**src/rtl/mem_arb.sv**
```systemverilog
// mem_arb: shares one single-ported memory between the fetch and data requesters.
// Optional MEM_ARB_RR_EN selects round-robin on contention (default: data always wins).
module mem_arb (
  input  logic        i_clk,
  input  logic        i_rst,
  input  logic        i_if_req,
  input  logic [31:0] i_if_addr,
  output logic        o_if_gnt,
  output logic        o_if_vld,
  output logic [31:0] o_if_rdata,
  output logic        o_if_stall,
  input  logic        i_dm_req,
  input  logic        i_dm_wen,
  input  logic [31:0] i_dm_addr,
  input  logic [31:0] i_dm_wdata,
  input  logic [3:0]  i_dm_mask,
  output logic        o_dm_gnt,
  output logic        o_dm_vld,
  output logic [31:0] o_dm_rdata,
  output logic        o_dm_stall,
  output logic        o_mem_req,
  output logic        o_mem_wen,
  output logic [31:0] o_mem_addr,
  output logic [31:0] o_mem_wdata,
  output logic [3:0]  o_mem_mask,
  input  logic        i_mem_ready,
  input  logic        i_mem_rvld,
  input  logic [31:0] i_mem_rdata
);

  localparam int unsigned DW = 32;
  localparam int unsigned AW = 32;
  localparam int unsigned MW = 4;

  localparam logic [1:0] IDLE  = 2'd0;
  localparam logic [1:0] IF_RD = 2'd1;
  localparam logic [1:0] DM_RD = 2'd2;

  localparam logic [AW-1:0] WORD_MASK = ~AW'(3);

  logic [1:0]    state_q, state_d;
  logic          if_vld_q, if_vld_d;
  logic          dm_vld_q, dm_vld_d;
  logic [DW-1:0] if_rdata_q, if_rdata_d;
  logic [DW-1:0] dm_rdata_q, dm_rdata_d;

  logic          if_win;
  logic          arb_open;
  logic          accept;

`ifdef MEM_ARB_RR_EN
  // Pointer: 0 = data side preferred, 1 = fetch side preferred.
  logic          ptr_q, ptr_d;
  logic          contend;

  assign contend = i_if_req && i_dm_req;
  assign if_win  = i_if_req && (!i_dm_req || ptr_q);
`else
  assign if_win  = i_if_req && !i_dm_req;
`endif

  // Arbitration reopens only once the response pulse has been presented.
  assign arb_open  = !i_rst && (state_q == IDLE) && !if_vld_q && !dm_vld_q;
  assign o_mem_req = arb_open && (i_if_req || i_dm_req);
  assign accept    = o_mem_req && i_mem_ready;
  assign o_if_gnt  = accept && if_win;
  assign o_dm_gnt  = accept && !if_win;

  assign o_mem_wen   = if_win ? 1'b0 : i_dm_wen;
  assign o_mem_addr  = (if_win ? i_if_addr : i_dm_addr) & WORD_MASK;
  assign o_mem_wdata = if_win ? DW'(0) : i_dm_wdata;
  assign o_mem_mask  = if_win ? {MW{1'b1}} : i_dm_mask;

  // Stall spans request through response; the owning read state covers a dropped request.
  assign o_if_stall = (state_q == IF_RD) || (i_if_req && !if_vld_q);
  assign o_dm_stall = (state_q == DM_RD) ||
                      (i_dm_req && !dm_vld_q && !(o_dm_gnt && i_dm_wen));

  assign o_if_vld   = if_vld_q;
  assign o_dm_vld   = dm_vld_q;
  assign o_if_rdata = if_rdata_q;
  assign o_dm_rdata = dm_rdata_q;

  always_comb begin
    state_d    = state_q;
    if_vld_d   = 1'b0;
    dm_vld_d   = 1'b0;
    if_rdata_d = if_rdata_q;
    dm_rdata_d = dm_rdata_q;
`ifdef MEM_ARB_RR_EN
    ptr_d      = ptr_q;
`endif
    case (state_q)
      IDLE: begin
        if (accept) begin
          if (if_win) begin
            state_d = IF_RD;
          end else if (!i_dm_wen) begin
            state_d = DM_RD;
          end
`ifdef MEM_ARB_RR_EN
          if (contend) begin
            ptr_d = !if_win;
          end
`endif
        end
      end
      IF_RD: begin
        if (i_mem_rvld) begin
          if_rdata_d = i_mem_rdata;
          if_vld_d   = 1'b1;
          state_d    = IDLE;
        end
      end
      DM_RD: begin
        if (i_mem_rvld) begin
          dm_rdata_d = i_mem_rdata;
          dm_vld_d   = 1'b1;
          state_d    = IDLE;
        end
      end
      default: state_d = IDLE;
    endcase
  end

  always_ff @(posedge i_clk) begin
    if (i_rst) begin
      state_q    <= IDLE;
      if_vld_q   <= 1'b0;
      dm_vld_q   <= 1'b0;
      if_rdata_q <= '0;
      dm_rdata_q <= '0;
`ifdef MEM_ARB_RR_EN
      ptr_q      <= 1'b0;
`endif
    end else begin
      state_q    <= state_d;
      if_vld_q   <= if_vld_d;
      dm_vld_q   <= dm_vld_d;
      if_rdata_q <= if_rdata_d;
      dm_rdata_q <= dm_rdata_d;
`ifdef MEM_ARB_RR_EN
      ptr_q      <= ptr_d;
`endif
    end
  end

endmodule
```
**config.mk**
```make
export PLATFORM = sky130hd
export DESIGN_NAME = mem_arb
export DESIGN_NICKNAME = d
export VERILOG_FILES = /design/src/rtl/mem_arb.sv
export SDC_FILE = /design/constraint.sdc
export NUM_CORES = 1
export LEC_CHECK = 0
export CORE_ASPECT_RATIO = 0.6
export CORE_MARGIN = 5
export CORE_UTILIZATION = 28
export CTS_BUF_LIST = sky130_fd_sc_hd__clkbuf_16
export DETAILED_ROUTE_END_ITERATION = 8
export GPL_TIMING_DRIVEN = 0
export PLACE_DENSITY = 0.74
export SETUP_SLACK_MARGIN = 0.3
export SKIP_CTS_REPAIR_TIMING = 1
export SLEW_MARGIN = 20
export SYNTH_ARGS = -nofsm -noshare
export SYNTH_HDL_FRONTEND = slang
export SYNTH_SLANG_ARGS = --single-unit
```
**constraint.sdc**
```tcl
create_clock -name i_clk -period 1.23 [get_ports i_clk]
set_input_delay 0.1845 -clock i_clk [delete_from_list [all_inputs] [get_ports i_clk]]
set_output_delay 0.1845 -clock i_clk [all_outputs]
set_load 0.01 [all_outputs]
```
# [Word level (Yosys, flattened, before mapping)]
# Cells that the tools add are included.
[totals] input_bits=139 word_cells=50 ff_bits=68
[classes] n_reduce_logical=28 n_mux=10 bitwise_logic=2 eq_ne=5
[ops] op="$mux 32" n=2
[ops] op="$logic_and 1x1->1" n=12
[ops] op="$mux 2" n=4
[ops] op="$logic_not 1->1" n=6
[ops] op="$reduce_or 2->1" n=3
[ops] op="$mux 4" n=1
[ops] op="$pmux 2 s2" n=1
[ops] op="$reduce_and 2->1" n=2
[ops] op="$logic_or 1x1->1" n=3
[ops] op="$ne 3x3->1 const B" n=1
[ops] op="$reduce_and 3->1" n=1
[ops] op="$eq 2x1->1 const B" n=1
[ops] op="$eq 2x2->1 const B" n=1
[ops] op="$logic_not 2->1" n=1
[ops] op="$mux 1" n=2
[ops] op="$ne 2x1->1 const B" n=1
[ops] op="$ne 2x2->1 const B" n=1
[ops] op="$not 1->1" n=2

# [Logic depth before layout (Yosys ltp)]
[depth] depth_word=11 mapped_depth=7 depth_no_buf=6

# [Worst setup path after synthesis]
# OpenSTA, ideal clock, no wires.
[synth_path] path_kind="reg-to-output" start="register state_q[0]" end="output o_dm_stall" path_slack_ps=-169 required_ps=1046 arrival_time_ps=1215 path_stages_with_launch=7 cell_sequence="dfxtp_1 inv_1 ha_1 nand2b_4 nor4_4 nand2_1 a31o_1"
[synth_between] elab_chain_cells=11 word_cells_on_any_way=12 classes_between="eq/ne: 1; reduce/logical: 11"
[synth_lines] element="from (decl)" line_no="41" source="logic [1:0] state_q, state_d;"
[synth_lines] element="from (signal assigned)" line_no="137" source="state_q <= state_d;"
[synth_lines] element="$logic_not 2->1" line_no="63" source="assign arb_open = !i_rst && (state_q == IDLE) && !if_vld_q && !dm_vld_q;"
[synth_lines] element="$logic_and 1x1->1 (3 in series)" line_no="63"
[synth_lines] element="$logic_and 1x1->1" line_no="64" source="assign o_mem_req = arb_open && (i_if_req || i_dm_req);"
[synth_lines] element="$logic_and 1x1->1" line_no="65" source="assign accept = o_mem_req && i_mem_ready;"
[synth_lines] element="$logic_and 1x1->1" line_no="67" source="assign o_dm_gnt = accept && !if_win;"
[synth_lines] element="$logic_and 1x1->1" line_no="77" source="(i_dm_req && !dm_vld_q && !(o_dm_gnt && i_dm_wen));"
[synth_lines] element="$logic_not 1->1" line_no="77"
[synth_lines] element="$logic_and 1x1->1" line_no="77"
[synth_lines] element="$logic_or 1x1->1 *" line_no="76" source="assign o_dm_stall = (state_q == DM_RD) ||"
[synth_lines] element="to (decl)" line_no="20" source="output logic o_dm_stall,"
# Every way passes the cells marked *; elsewhere a longest branch is shown, timed or not.

# [Worst setup path in the final report]
[layout_path] start="register state_q[0]" end="output o_dm_gnt"
[layout_between] elab_chain_cells=7
[layout_lines] element="$logic_not 2->1" line_no="63"
[layout_lines] element="$logic_and 1x1->1 (3 in series)" line_no="63"
[layout_lines] element="$logic_and 1x1->1" line_no="64"
[layout_lines] element="$logic_and 1x1->1" line_no="65"
[layout_lines] element="$logic_and 1x1->1" line_no="67"
[layout_lines] element="to (decl)" line_no="17" source="output logic o_dm_gnt,"
# No other way between the ends.

==> results.py <==
metrics = {
    "status": {
        "violations": "negative setup slack",
        "outcome": "complete, but fails checks",
    },
    "power": {
        "vdd.ir_drop.worst_mv": 0.662,
        "p_int_mw": 4.72,
        "leakagePower_nw": 3.20,
        "pwr-share-seq_pct": 36.0,
        "swShare_pct": 25.2,
        "p_sw_mw": 1.59,
        "finalPower_mw": 6.31,
        "pwr-share-clk_pct": 40.0,
        "power_density_nw_per_um2": 904,
        "comb_power_share_pct": 23.9,
    },
    "sta": {
        "finalHoldViolations": 0,
        "hold_ws_ns": 0.296,
        "setup_viol": 99,
        "period_share_pct": 155,
        "skew_ns": 0.00511,
        "rsz0062_at_grt": "yes",
        "slew_violations": 0,
        "max_clock_freq_mhz": 524,
        "period_minus_slack_ns": 1.91,
        "setup_ws_ns": -0.678,
    },
    "global_routing": {
        "met3_usage_pct": 7.36,
        "use_met2_pct": 34.9,
        "overflow": 0,
        "grt_pass1_vias": 4095,
        "grt_max_degree": 13,
        "use_met1_pct": 23.4,
        "grt_pass1_wl_um": 21300,
        "grt_usage_pct": 20.0,
        "top_usage_layer": "met2",
        "antenna_found_initial": 0,
    },
    "setup_path": {
        "worstRegToRegCells": 6,
        "criticalPathCategory": "reg -> out",
        "cp-end-kind": "output pin",
        "crit_family": "simple AND/OR/NAND/NOR gates",
        "crit_fanout": 4,
        "crit_cells": 7,
        "path_cells": "inv_2, ha_4, nand2b_4, nor4_4, buf_4, and2_4, buf_6",
        "cp_slowest_cell": "nor4_4",
        "cp-start-kind": "flip-flop",
        "worstPathArrival_ns": 1.72,
        "required_ns": 1.05,
        "path_buf_inv": 3,
        "cpPeakStageDelay_ns": 0.36,
    },
    "yosys": {
        "yosysSeqAreaShare_pct": 43.9,
        "ys_types": 23,
        "yosys_register_bits": 68,
        "syn_area_per_cell_um2": 6.85,
        "ys_warn_count": 0,
        "syn-instance-count": 453,
        "netlist_area_um2": 3100,
    },
    "cells_and_area": {
        "layout_commonest_cell": "nand2_1",
        "final_nets": 909,
        "antenna_cells": 0,
        "syn_to_final_growth_pct": 125,
        "drive_above_1_share_pct": 36.9,
        "layout_common_cells": "nand2_1 (210), clkdlybuf4s50_1 (141), buf_6 (94)",
    },
    "min_path": {
        "min_path_type": "in -> reg",
        "hold_depth": 3,
    },
    "floorplanning": {
        "coreArea_um2": 10700,
        "core.rowCount": 29,
        "initial_core_util_pct": 29.0,
        "fp.dieW_um": 146,
        "die_h_um": 91.6,
        "die-area_um2": 13400,
        "io_pins": 279,
    },
    "clock_network": {
        "clock-sinks": 68,
        "numCtsBuffers": 9,
        "cts_tree": "done",
        "clk_latency_ns": 0.33,
        "cts-root-buf": "clkbuf_16",
        "clk_pin_slew_worst_paths_ns": 0.05,
        "clockBufferDepth": 2,
        "htreeDepth": 3,
    },
    "routing": {
        "first_pass_iters": 4,
        "via_count": 4146,
        "drc_errors": 0,
        "wire_per_inst_um": 16.2,
        "drt_wl_total_um": 14800,
        "initialDrtViolationCount": 149,
        "avgViaCountPerCell": 4.55,
        "ant_nets": 0,
    },
    "placed_design": {
        "dp_hpwl_um": 11600,
        "gp_congestion": 0.865,
        "io_buffers": 272,
    },
    "flow_run": {
        "cap_violations": 0,
    },
}
logic make-up after synthesis:
kind of cell / Yosys count / share of synthesized area, %
fa+ha+maj: 3 / 1.21
simple gates: 273 / 37.6
compound gates: 71 / 12.0
other cells: 1 / 0.121
buf+inv: 37 / 5.28
flops: 68 / 43.9
cell type report:
cell class	instances	area, um^2
fill	906	3720
timing repair buffer	302	3020
multi-input combinational	349	1720
sequential	68	1450
buffer	33	313
clock buffer	9	225
tap	139	174
clock inverter	7	66.3
inverter	4	15.0
routing by layer:
metal / wire (um) / up-vias
li1: - / 2044
met4: 202 / 0
met3: 1080 / 16
met2: 7430 / 156
met1: 6070 / 1930
met5: 0 / -
worst register-to-register path, stage by stage (launching register included):
cell and delay, ns:
dfxtp_2 0.33, inv_2 0.07, ha_4 0.15, nand2b_4 0.07, nor4_4 0.36, o22ai_1 0.16
a22o_1 0.23
power by group through the flow:
stage	sequential (mW)	clock, mW	combinational, mW
detailed placement	2.31	0	1.43
floorplan	2.33	0	0.452
CTS	2.27	2.58	1.44
finish	2.27	2.53	1.51
global placement	2.31	0	1.40
global route	2.28	2.66	1.61
metrics by stage:
step                setup TNS, ns  setup WS, ns  cells  instance area [um^2]  utilization [%]
floorplan                -0.00722      -0.00722    454                  3240                -
global placement           -88.79         -1.07    865                  6140             57.4
detailed placement         -94.80         -1.08    865                  6140             57.4
CTS                        -87.41         -1.09    881                  6430             60.1
global route               -25.56        -0.729    911                  6980             65.2
finish                     -19.27        -0.678    911                  6980             65.2
registers in the layout, indices dropped and copies added (netlist names):
register    flops
o_dm_vld        1
o_dm_rdata     32
o_if_vld        1
state_q         2
o_if_rdata     32
worst paths after layout:
| path | start | end | slack, ns |
|---|---|---|---|
| min reg2reg | o_if_rdata[23] | o_if_rdata[23] | 0.46 |
| max | state_q[0] | o_dm_gnt | -0.68 |
| min | i_dm_wen | state_q[1] | 0.30 |
| max reg2reg | state_q[0] | state_q[1] | -0.25 |
cell usage after synthesis (all sizes together):
cell type    n  area (um^2)
a21o         1         7.51
a21oi       64          320
a22o         2         17.5
a31o         1         8.76
a31oi        1         6.26
and2        37          231
buf         16         85.1
clkbuf      17         63.8
conb         1         3.75
dfxtp       68         1360
ha           3         37.5
inv          4         15.0
nand2      221          830
nand2b       6         45.0
nor2         4         15.0
nor2b        2         12.5
nor3         1         5.00
nor4         2         27.5
o21ai        1         5.00
o22ai        1         6.26
Note: power is estimated with default switching activity, not from simulation.
==> RTL edit 1: new RTL, same settings <==
The option `MEM_ARB_RR_EN` is turned on by a define.
--- a/src/rtl/mem_arb.sv
+++ b/src/rtl/mem_arb.sv
@@ -2,2 +2,4 @@
 // Optional MEM_ARB_RR_EN selects round-robin on contention (default: data always wins).
+`define MEM_ARB_RR_EN
+
 module mem_arb (
Formal check against the unedited RTL: not equivalent (Yosys sat finds a counterexample within 4 cycles, from zero or initial values and one cycle with i_rst high).
==> RTL edit 1 against the original RTL <==
  * The flow still finishes with violations (negative setup slack)
  * Sequential cell count is 1 higher
  * Routed wire length rose by 11%
  * Design area increased by 1.5%
  * Combinational power is 37% higher
  * Core utilization increased by 0.77 points
  * Synthesized cell count shrank 12%
  * Power increased by 9.7%
  * Area after synthesis up 1.1%
  * Setup slack lost 0.22 ns
  * Critical endpoint is now o_dm_stall
  * Largest cell class unchanged
  * Highest routed layer unchanged
==> RTL edit 1: results (changes against the original RTL) <==
* Outcome: finished with violations
* Failing checks: negative setup slack
* Synth top cells by count: nand2_1, dfxtp_1, a21oi_1
* Routed via count at 3,929 (-5.2%)
* Top_reg_cell synth: dfxtp_1
* Clock tree buffer depth at 2 (unchanged)
* Sequential-to-total area share from yosys stat at 0.440 (+0.00166)
* Ys Warns at 0 (unchanged)
* Post-DP HPWL at 12.9 mm (+11%)
* Slew HR at 0.596
* First-pass GRT wire length at 22.8 mm (+6.9%)
* Area of the multi-input gates at 1880 sq um (+9.2%)
* M3 GR Usage at 0.0749 (+0.00125)
* # fillers at 861 (-5.0%)
* Clk_lat worst skew at 0.32 ns
* Pin count of the biggest net entering global routing at 13 (unchanged)
* Tightest Hold Check Type: input port to flip-flop
* DRT iter0 DRCs at 135 (-9.4%)
* Netlist cell types at 27 (+17%)
* Peak supply drop at 0.790 mV (+19%)
* Clock transition at path regs at 0.06 ns
* PnR worst setup slack at -0.896 ns (-0.218 ns)
* Vias in the first global route at 3,835 (-6.3%)
* Layout cell share with drive strength beyond 1 at 0.329 (-0.0405)
* Placed cell area at 6270 sq um (+2.1%)
* Skew final at 0.00581 ns (+0.000701 ns)
* WL final at 16.4 mm (+11%)
* Total GRT Usage at 0.221 (+0.0207)
* Synth top area cells: dfxtp_1, nand2_1, mux2_2, a21oi_1, and2_1
* Leak at 2.96 nW (-7.8%)
* Endpoints failing setup at 193 (+95%)
* Met1 Use GR at 0.260 (+0.0264)
* Placer congestion estimate at 0.829 (-4.2%)
* Number of port buffers at 271 (-0.37%)
* Final #Nets at 847 (-6.8%)
* M2 GR Usage at 0.389 (+0.0401)
* FFs w/ async S/R, synth at 0 (unchanged)
* WP data arrival at 1.94 ns (+0.22 ns)
[RTL edit 1: critical path, stage by stage (launching register included)]
cell and delay (ns):
dfxtp_2 0.33, inv_2 0.09, ha_4 0.15, nor4b_4 0.26
nor2b_4 0.22, buf_6 0.10, nand4_1 0.08, a31o_2 0.26
buf_6 0.12
[RTL edit 1: layer usage]
layer,routed length [um],part of all wire
met5,0,0
met4,238,0.015
met3,1190,0.072
met2,8480,0.52
met1,6490,0.40
[RTL edit 1: kinds of logic (layout without fill, tap and decap cells)]
kind of cell,count (synthesis),in the layout,synth area share
other,1,2,0.00120
muxes,30,30,0.108
adders and majority gates,3,3,0.0120
DFF,69,69,0.440
buffers and inverters,36,347,0.0490
and+or+nand+nor,187,187,0.272
xor gates and xnor gates,1,1,0.00279
AOI/OAI and AO/OA,70,70,0.115
[RTL edit 1: final cells by class]
cell class	instances	share of cell area
Multi-Input combinational cell	293	0.265
Tap cell	139	0.0245
Inverter	5	0.00265
Clock inverter	6	0.00900
Timing Repair Buffer	296	0.425
Buffer	31	0.0461
Clock buffer	9	0.0318
Sequential cell	69	0.196
[RTL edit 1: per-stage QoR]
stage / util / hold slack, ns / instances / worst slack (ns) / TNS (ns)
global placement: 0.584 / 0.442 / 808 / -1.19 / -93.13
detailed placement: 0.584 / 0.449 / 808 / -1.22 / -96.44
global route: 0.660 / 0.211 / 848 / -0.984 / -71.78
floorplan: - / 0.320 / 398 / -0.311 / -2.69
CTS: 0.610 / 0.192 / 823 / -1.22 / -102.52
finish: 0.660 / 0.200 / 848 / -0.896 / -62.27
[RTL edit 1: path summary, 6_finish.rpt]
kind | startpoint | to | slack (ns) | depth (start not counted)
hold reg to reg | o_if_rdata[30] | o_if_rdata[30] | 0.46 | 2
hold / removal | i_rst | state_q[1] | 0.20 | 3
setup / recovery | state_q[0] | o_dm_stall | -0.90 | 8
setup reg to reg | state_q[0] | state_q[1] | -0.61 | 7
[RTL edit 1: power breakdown]
group | internal (mW) | switching [mW] | leakage, nW
clock | 1.56 | 0.944 | 0.138
combinational | 1.28 | 0.792 | 2.26
sequential | 2.31 | 0.0440 | 0.559
total | 5.14 | 1.78 | 2.96
==> RTL edit 2: new RTL, same settings <==
Made on the original files. Reset style: asynchronous (`i_rst`), changed in one clocked block.
--- a/src/rtl/mem_arb.sv
+++ b/src/rtl/mem_arb.sv
@@ -125,3 +125,3 @@
 
-  always_ff @(posedge i_clk) begin
+  always_ff @(posedge i_clk or posedge i_rst) begin
     if (i_rst) begin
Formal check against the unedited RTL: differs if i_rst is asserted again (counterexample within 4 cycles, from zero or initial values and one cycle with i_rst high); with i_rst held inactive, the same outputs for 10 cycles.
==> RTL edit 2 against the original RTL <==
  * The run still ends with negative setup slack left
  * Fmax decreased by 4.9%
  * Synthesized cell count decreased by 45%
  * Routed wire length decreased by 2.9%
  * Design area increased by 4.9%
  * Sequential cell count unchanged
  * Area after synthesis increased by 7.3%
  * Setup slack got worse by 0.097 ns
  * Critical endpoint is now o_dm_stall
  * Largest cell class unchanged
Power is not compared: it rests on default switching activity, and its combinational part moved more than twofold at a synthesized area within 25%.
==> RTL edit 2: results (changes against the original RTL) <==
* Synth top cells by count: mux2_2, dfrtp_1, and2_1
* Placed cell area at 6570 sq um (+6.9%)
* Final non-filler cell total at 749 (-18%)
* FFs w/ async S/R, synth at 1.00 (+1.00)
* Peak supply drop at 1.09 mV
* # fillers at 898 (-0.88%)
* Layout cell share with drive strength beyond 1 at 0.584 (+0.215)
* Post-DP HPWL at 11.1 mm (-4.8%)
* Via density at 4.31 (-5.3%)
* CTS Buf Count at 9 (unchanged)
* Setup tns final at -36.07 ns (-16.79 ns)
* Outcome: finished with violations
* R2R Path Start: state_q[1]
* Placed Instances at 682 (-21%)
* Skew final at 0.00876 ns (+0.00365 ns)
* DRT iter0 DRCs at 41 (-72%)
* Min-delay src: i_dm_req
* Endpoints failing setup at 131 (+32%)
* Synth top area cells: dfrtp_1, mux2_2, and2_1, buf_4, ha_1
* Mapped Cells at 248 (-45%)
* WL per Instance at 19.2 um (+18%)
* Netlist cell types at 26 (+13%)
* Pin count of the biggest net entering global routing at 36 (+23)
* Ys Warns at 0 (unchanged)
* Sequential-to-total area share from yosys stat at 0.511 (+0.0726)
* Vias in the first global route at 3,303 (-19%)
* Top_reg_cell synth: dfrtp_1
* Placer congestion estimate at 0.807 (-6.7%)
* Failing checks: negative setup slack
* WP data arrival at 1.82 ns (+0.10 ns)
* First-pass GRT wire length at 18.9 mm (-11%)
* PnR worst setup slack at -0.775 ns (-0.0974 ns)
* Setup crit start: state_q[0]
* Total GRT Usage at 0.175 (-0.0253)
* Clock transition at path regs at 0.05 ns (about the same)
* Tightest Hold Check Type: input port to flip-flop
* Final #Nets at 726 (-20%)
* Pre-antenna DRT Iters at 4 (unchanged)
-- RTL edit 2: path summary, 6_finish.rpt --
kind	endpoint	cells past startpoint	slack [ns]
max	o_dm_stall	8	-0.78
min	state_q[1]	3	0.28
max reg2reg	o_if_rdata[28]	6	-0.39
min reg2reg	o_if_rdata[1]	1	0.50
max in group asynchronous	o_if_vld	3	0.16
min in group asynchronous	o_dm_vld	2	0.44
-- RTL edit 2: kinds of logic after synthesis --
| logic type | count (synthesis) | share of synthesized area |
|---|---|---|
| adders and majority gates | 3 | 0.0113 |
| and+or+nand+nor | 54 | 0.111 |
| buffers and inverters | 22 | 0.0342 |
| AOI/OAI and AO/OA | 6 | 0.0132 |
| DFF | 68 | 0.511 |
| other | 1 | 0.00113 |
| muxes | 94 | 0.318 |
-- RTL edit 2: routing by layer --
metal,GRT usage,vias up,share of wire
met5,0,-,0
met4,0.0415,0,0.011
met3,0.0902,15,0.11
met2,0.302,135,0.50
met1,0.192,1543,0.38
li1,-,1534,-
-- RTL edit 2: power by group through the flow --
stage | registers (mW) | logic, mW | clock network, mW
final | 3.97 | 5.70 | 2.49
after global routing | 4.11 | 6.08 | 2.67
after CTS | 3.91 | 5.81 | 2.57
after detailed placement | 3.93 | 5.79 | 0
after global placement | 3.87 | 5.67 | 0
after floorplan | 4.40 | 1.80 | 0
-- RTL edit 2: final cells by class --
cell class                 count  share of cell area
timing repair buffer         324               0.423
clock inverter                 7             0.00922
multi-input combinational    159               0.240
sequential                    68               0.232
buffer                        15              0.0328
clock buffer                   9              0.0307
tap                          160              0.0273
inverter                       7             0.00410
-- RTL edit 2: worst max-delay path, cell delays in order, from the launching register on --
cell     delay (ns)
dfrtp_1        0.41
inv_2          0.10
ha_4           0.14
nor4b_4        0.21
buf_4          0.18
buf_6          0.10
nand3_2        0.05
a31o_1         0.20
buf_6          0.13
-- RTL edit 2: through the flow --
step / setup WS (ns) / util
finish: -0.775 / 0.640
global route: -0.851 / 0.640
CTS: -1.18 / 0.599
detailed placement: -0.948 / 0.573
global placement: -0.943 / 0.572
floorplan: -0.208 / -
